==> src/rtl/lsu_bus_ctrl.sv <==
// lsu_bus_ctrl: load/store bus sequencer that sits directly after the Mem stage.
//
// Behaviour:
//   - Each load or store from Mem runs as one request/response transaction on the
//     data-memory bus.
//   - The pipeline is stalled until the transaction completes.
//   - Load data is lane-extracted and sign/zero-extended, then returned to Mem.
//
// Optional feature (macro LSU_TIMEOUT_EN):
//   - A REQ+WAIT watchdog aborts the transaction after TIMEOUT_CYCLES cycles.
//   - On abort, BusErrOut pulses for one cycle.
//   - Without the macro the FSM waits indefinitely and BusErrOut is tied low.
//
// Ports:
//   clk, rst          rising-edge clock, asynchronous active-high reset
//   OpCodeIn          7'b0000011 load, 7'b0100011 store, anything else = no access
//   Funct3In          access size/sign (b,h,w,d,bu,hu,wu; unsupported = d)
//   RaddrIn, WaddrIn  load / store byte address
//   WdataIn           right-justified store data
//   LoadDataOut       extended load data, held until the next load response
//   StallOut          freeze upstream pipeline registers
//   BusReq*, BusWe, BusAddr, BusWdata, BusWstrb     request channel
//   BusRspValid, BusRdata                           response channel
//   BusErrOut         one-cycle pulse on timeout abort
//
// Handshake:
//   - BusReqValid is high for the whole REQ state.
//   - BusWe/BusAddr/BusWdata/BusWstrb come from registers latched in IDLE, so they
//     cannot change while BusReqValid is high.
//   - The request transfers on the first cycle with BusReqValid & BusReqReady.
//   - The response is a single BusRspValid pulse.
//   - It may coincide with the request handshake, or arrive in any later cycle.
//   - A BusRspValid seen outside REQ/WAIT is ignored.
module lsu_bus_ctrl #(
  parameter int TIMEOUT_CYCLES = 256
) (
  input  logic        clk,
  input  logic        rst,
  input  logic [6:0]  OpCodeIn,
  input  logic [2:0]  Funct3In,
  input  logic [63:0] RaddrIn,
  input  logic [63:0] WaddrIn,
  input  logic [63:0] WdataIn,
  output logic [63:0] LoadDataOut,
  output logic        StallOut,
  output logic        BusReqValid,
  input  logic        BusReqReady,
  output logic        BusWe,
  output logic [63:0] BusAddr,
  output logic [63:0] BusWdata,
  output logic [7:0]  BusWstrb,
  input  logic        BusRspValid,
  input  logic [63:0] BusRdata,
  output logic        BusErrOut
);

  localparam logic [6:0] OP_LOAD  = 7'b0000011;
  localparam logic [6:0] OP_STORE = 7'b0100011;

  typedef enum logic [1:0] {IDLE, REQ, WAIT, DONE} state_t;

  // FSM state; observable hierarchically as dut.state
  state_t      state;

  logic        is_load;
  logic        is_store;
  logic        acc;
  logic [63:0] acc_addr;
  logic [7:0]  strb_next;

  logic [63:0] addr_q;
  logic [2:0]  f3_q;
  logic        we_q;
  logic [7:0]  strb_q;
  logic [63:0] wdata_q;
  logic [63:0] load_data;
  logic [63:0] shifted;
  logic [63:0] ext_data;

  assign is_load  = (OpCodeIn == OP_LOAD);
  assign is_store = (OpCodeIn == OP_STORE);
  assign acc      = is_load | is_store;
  assign acc_addr = is_store ? WaddrIn : RaddrIn;

  // Strobes are shifted in 8 bits, so a misaligned access simply loses the lanes
  // that would fall past the doubleword boundary.
  always_comb begin
    strb_next = 8'h00;
    if (is_store) begin
      case (Funct3In)
        3'b000:  strb_next = 8'h01 << acc_addr[2:0];
        3'b001:  strb_next = 8'h03 << acc_addr[2:0];
        3'b010:  strb_next = 8'h0F << acc_addr[2:0];
        default: strb_next = 8'hFF;
      endcase
    end
  end

  always_comb begin
    shifted  = BusRdata >> {addr_q[2:0], 3'b000};
    ext_data = shifted;
    case (f3_q)
      3'b000:  ext_data = {{56{shifted[7]}},  shifted[7:0]};
      3'b001:  ext_data = {{48{shifted[15]}}, shifted[15:0]};
      3'b010:  ext_data = {{32{shifted[31]}}, shifted[31:0]};
      3'b100:  ext_data = {56'h0, shifted[7:0]};
      3'b101:  ext_data = {48'h0, shifted[15:0]};
      3'b110:  ext_data = {32'h0, shifted[31:0]};
      default: ext_data = shifted;
    endcase
  end

`ifdef LSU_TIMEOUT_EN
  localparam int CW = ($clog2(TIMEOUT_CYCLES + 1) > 9) ? $clog2(TIMEOUT_CYCLES + 1) : 9;
  logic [CW-1:0] cnt;
  logic          err_q;
  logic          timeout;
  // cnt equals the number of REQ+WAIT cycles already spent, so the abort fires
  // in the TIMEOUT_CYCLES-th such cycle.
  assign timeout   = (cnt == CW'(TIMEOUT_CYCLES - 1));
  assign BusErrOut = err_q;
`else
  assign BusErrOut = 1'b0;
`endif

  always_ff @(posedge clk or posedge rst) begin
    if (rst) begin
      state     <= IDLE;
      addr_q    <= 64'h0;
      f3_q      <= 3'b000;
      we_q      <= 1'b0;
      strb_q    <= 8'h00;
      wdata_q   <= 64'h0;
      load_data <= 64'h0;
`ifdef LSU_TIMEOUT_EN
      cnt       <= '0;
      err_q     <= 1'b0;
`endif
    end else begin
`ifdef LSU_TIMEOUT_EN
      err_q <= 1'b0;
      cnt   <= cnt + 1'b1;
`endif
      case (state)
        IDLE: begin
          if (acc) begin
            addr_q  <= acc_addr;
            f3_q    <= Funct3In;
            we_q    <= is_store;
            strb_q  <= strb_next;
            wdata_q <= is_store ? (WdataIn << {acc_addr[2:0], 3'b000}) : 64'h0;
            state   <= REQ;
`ifdef LSU_TIMEOUT_EN
            cnt     <= '0;
`endif
          end
        end
        REQ: begin
          if (BusReqReady) begin
            if (BusRspValid) begin
              if (!we_q) load_data <= ext_data;
              state <= DONE;
            end else begin
              state <= WAIT;
            end
          end
`ifdef LSU_TIMEOUT_EN
          else if (timeout) begin
            err_q     <= 1'b1;
            load_data <= 64'h0;
            state     <= DONE;
          end
`endif
        end
        WAIT: begin
          if (BusRspValid) begin
            if (!we_q) load_data <= ext_data;
            state <= DONE;
          end
`ifdef LSU_TIMEOUT_EN
          else if (timeout) begin
            err_q     <= 1'b1;
            load_data <= 64'h0;
            state     <= DONE;
          end
`endif
        end
        default: state <= IDLE;  // DONE: one unstalled cycle
      endcase
    end
  end

  // In IDLE the stall must assert in the same cycle the access appears.
  assign StallOut    = (state == IDLE) ? acc : ((state == REQ) || (state == WAIT));
  assign BusReqValid = (state == REQ);
  assign BusWe       = we_q;
  assign BusAddr     = {addr_q[63:3], 3'b000};
  assign BusWdata    = wdata_q;
  assign BusWstrb    = strb_q;
  assign LoadDataOut = load_data;

endmodule

==> config.mk <==
export PLATFORM = sky130hd
export DESIGN_NAME = lsu_bus_ctrl
export DESIGN_NICKNAME = d
export VERILOG_FILES = /design/src/rtl/lsu_bus_ctrl.sv
export SDC_FILE = /design/constraint.sdc
export NUM_CORES = 1
export LEC_CHECK = 0
export BUFFER_PORTS_ARGS = -buffer_cell sky130_fd_sc_hd__buf_2
export CAP_MARGIN = 20
export CORE_AREA = 4 4 184 186
export CTS_BUF_LIST = sky130_fd_sc_hd__clkbuf_4 sky130_fd_sc_hd__clkbuf_8 sky130_fd_sc_hd__clkbuf_16
export CTS_CLUSTER_SIZE = 25
export DETAILED_ROUTE_END_ITERATION = 7
export DIE_AREA = 0 0 188 190
export GPL_TIMING_DRIVEN = 1
export PLACE_DENSITY = 0.63
export SKIP_CTS_REPAIR_TIMING = 1
export SLEW_MARGIN = 10
export SYNTH_ARGS = -nofsm -noshare
export SYNTH_HDL_FRONTEND = slang
export SYNTH_SLANG_ARGS = --single-unit
==> constraint.sdc <==
create_clock -name clk -period 6.93 [get_ports clk]
set_input_delay 0 -clock clk [delete_from_list [all_inputs] [get_ports clk]]
set_output_delay 0 -clock clk [all_outputs]
set_load 0.1 [all_outputs]
==> impl_results.md <==
- Lkg Pwr: roughly 8.4 nW
- Port Buffers: 469
- Tot Pwr: 7.57 mW
- Post-synth EDFFs: 0
- Async SR Flop Fraction: 1.00
- Chip height: around 190 um
- CP most frequent cell: nor2_1
- Area delta synth->final: 36.4%
- CP Depth: 7
- Post-synthesis mux area share: 0.169
- Cell taking the most area after synthesis: dfrtp_1
- Most area-consuming cells after synthesis: dfrtp_1, mux2i_1, nand2_1
- Initial Utilization: 0.391
- Vias per cell: 5.54
- CTS Root Cell: clkbuf_16
- Seq/Total Area, Yosys: 0.408
- Routed len/inst: 21.5 um
- Final Max Slew Viols: 0
- Outcome: complete, but fails checks
- Total global routing overflow: 0
- # rows: between 60 and 70
- Max cap viols: 0
- Cell family with most CP delay: simple AND/OR/NAND/NOR gates
- Vias in the first global route: ~12000
- Failing checks: negative hold slack
- Cells along the critical path: inv_1 -> ha_1 -> nand3_4 -> nor2_1 -> nand2_1 -> nor2_1 -> a22o_1
- Post-Synth XOR/XNOR Area: 0
- Min-delay src: BusRdata[53]
- Hold Violations, Final: 7
- Largest net degree at the start of global routing: 135
- Reg2Reg Depth: 7
- Worst-path fanout max: 86
- Skew-Pair Late Insertion Delay: between 500 and 600 ps
- HP Class: primary input to flop
- Layout cells sized above 1: 0.323
- Final core utilization: 0.534
- CP arrival: 4470 ps
- Crit path to: BusWdata[5]
- Fin crit share: 0.579
- Post-synthesis cell area: roughly 13000 um^2
- Via Count: 12814
- R2r setup slk: 2920 ps
- Peak supply drop: roughly 450 uV
- Clock buffer depth: 3
- Post-synthesis adder-cell area fraction: 0.00396
- Start point of the critical path: state[0]
- Placed Cells: ~2100
- Fillers: 2992
- Slowest stage delay, CP: 1150 ps
- Cells after Synth: 1356
- Worst r2r src: state[0]
- Fmax: 0.249 GHz
- Most common cell after layout, fill and taps aside: buf_2
- Unique cell type count in the Yosys netlist: 53
- Clk_skew: between 9 and 10 ps
- Compound-Gate Fraction of Synth Area: 0.218
- Residual DRC: 0
- Setup CP Type: flop to flop
- Post-DP HPWL: roughly 35000 um
- GPL Wtd Cong: roughly 0.94
- WL final: between 40000 and 50000 um
- CORE AREA: about 32000 um^2
- Pre-Repair DR Iteration Count: 5
- Worst hold margin: -53.1 ps
- 1st-iter DRT viols: ~1100
- CTS Buf Count: 25
- Reg-to-reg endpoint: BusWdata[5]
- Slowest-stage cell, CP: nor2_1
- RSZ-0062 raised after global routing: false
- CTS Sinks: a little over 200
- Post-place setup slack: between 2000 and 3000 ps
- CTS clk-pin slew, worst paths: 60 ps
- GRT Overall Usage: 0.251
- # IOs: approximately 470
- Nature of the critical path endpoint: flop
- Die area: between 30000 and 40000 um^2
- Ys flop type: dfrtp_1
- Slew headroom: 0.230
- CP required: 7390 ps
- Synth Register Bits: approximately 210
- Setup violations, final: 0
- Main combinational cell family by area after synthesis: compound AO/OA/AOI/OAI gates
- Final min period: between 4000 and 5000 ps
- H-tree Lvls: 1
- CP Launch Type: flop
- CTS tree: yes
- Post-DRT Antenna Nets: 0
- Syn_area_per_cell: 9.32 um^2
- Fin nets: about 2100
- Yosys Warn Count: 0
- Synth top area share: 0.408
- Global-route wire length before repair: approximately 71000 um
- Setup TNS: 0 ps
- Commonest cells after routing, fill and taps aside: buf_2, dfrtp_1, nand2_1, dlygate4sd3_1, mux2i_1
- Crit path buf inv count: 1
- Die width: 188 um
- PD cells: around 440 nW/um^2
- Worst slew pin tran: about 1100 ps
- Synth Area in Simple Gates: 0.120
- Number of antenna violations at the first check in global routing: 8
- Final Instance Count excl. Fillers: between 2000 and 2500
- Final Worst Setup Slack: roughly 2900 ps
==> state kept, by name, summed over array words and instances, names as in the netlist <==
register	count
state	2
addr_q	64
BusWstrb	8
BusWdata	64
LoadDataOut	64
f3_q	3
BusWe	1
==> cell families (layout without fill, tap and decap cells) <==
group	after synthesis	count (layout)
simple gates	351	351
flops	206	206
mux	184	184
fa+ha+maj	4	4
other cells	1	7
compound gates	417	417
buf+inv	193	700
==> tightest hold or removal path, delay by kind of cell <==
kind | cells | cell delay, ps
buffers and inverters | 1 | 120
AND/OR/NAND/NOR | 2 | 140
AO/OA/AOI/OAI | 2 | 170
==> layer usage <==
metal  share of wire  global-route usage  up-vias
met5          0.0012                   0        -
met2            0.48               0.404      630
met4           0.049               0.105        8
met3           0.084              0.0637      132
met1            0.39               0.324     6212
li1                -                   -     5832
==> synthesized netlist by cell type, drive strengths merged, types with 9 or more instances <==
master	count
o211ai	18
o21ai	133
nand2b	38
a211oi	25
nor2b	11
a22o	35
a221o	9
nand2	200
mux4	22
dfrtp	206
clkbuf	89
mux2i	149
a221oi	10
a22oi	9
nor2	76
a21oi	95
o22ai	23
buf	90
a311oi	16
mux2	13
inv	14
==> cell type report <==
cell class | instances | area (um^2) | area share
antenna | 3 | 7.51 | 0.000436
inverter | 14 | 60.1 | 0.00348
timing repair buffer | 640 | 4040 | 0.234
clock buffer | 38 | 754 | 0.0438
multi-input combinational | 960 | 6540 | 0.379
sequential | 206 | 5160 | 0.299
tap | 442 | 553 | 0.0321
clock inverter | 8 | 126 | 0.00733
==> power by group <==
group	internal (mW)	switching (mW)	total [mW]
Combinational	0.853	3.51	4.37
Sequential	1.56	0.260	1.82
Clock	0.863	0.524	1.39
Total	3.27	4.30	7.57
==> metrics by stage <==
| step | hold WS, ps | cell area (um^2) |
|---|---|---|
| after floorplan | 130 | 12600 |
| after global placement | 280 | 14800 |
| after detailed placement | 288 | 14800 |
| after CTS | -275 | 15600 |
| after global routing | 2.95 | 17200 |
| final | -53.1 | 17200 |
==> worst min-delay path by stage <==
stage | depth (start not counted) | to | slack (ps)
2_1_floorplan | 2 | LoadDataOut[56] | 130
3_3_place_gp | 2 | addr_q[8] | 280
3_5_place_dp | 2 | addr_q[8] | 290
4_1_cts | 2 | addr_q[8] | -270
5_1_grt | 4 | LoadDataOut[2] | 3
6_report | 5 | LoadDataOut[45] | -50
(Power assumes the default switching activity.)
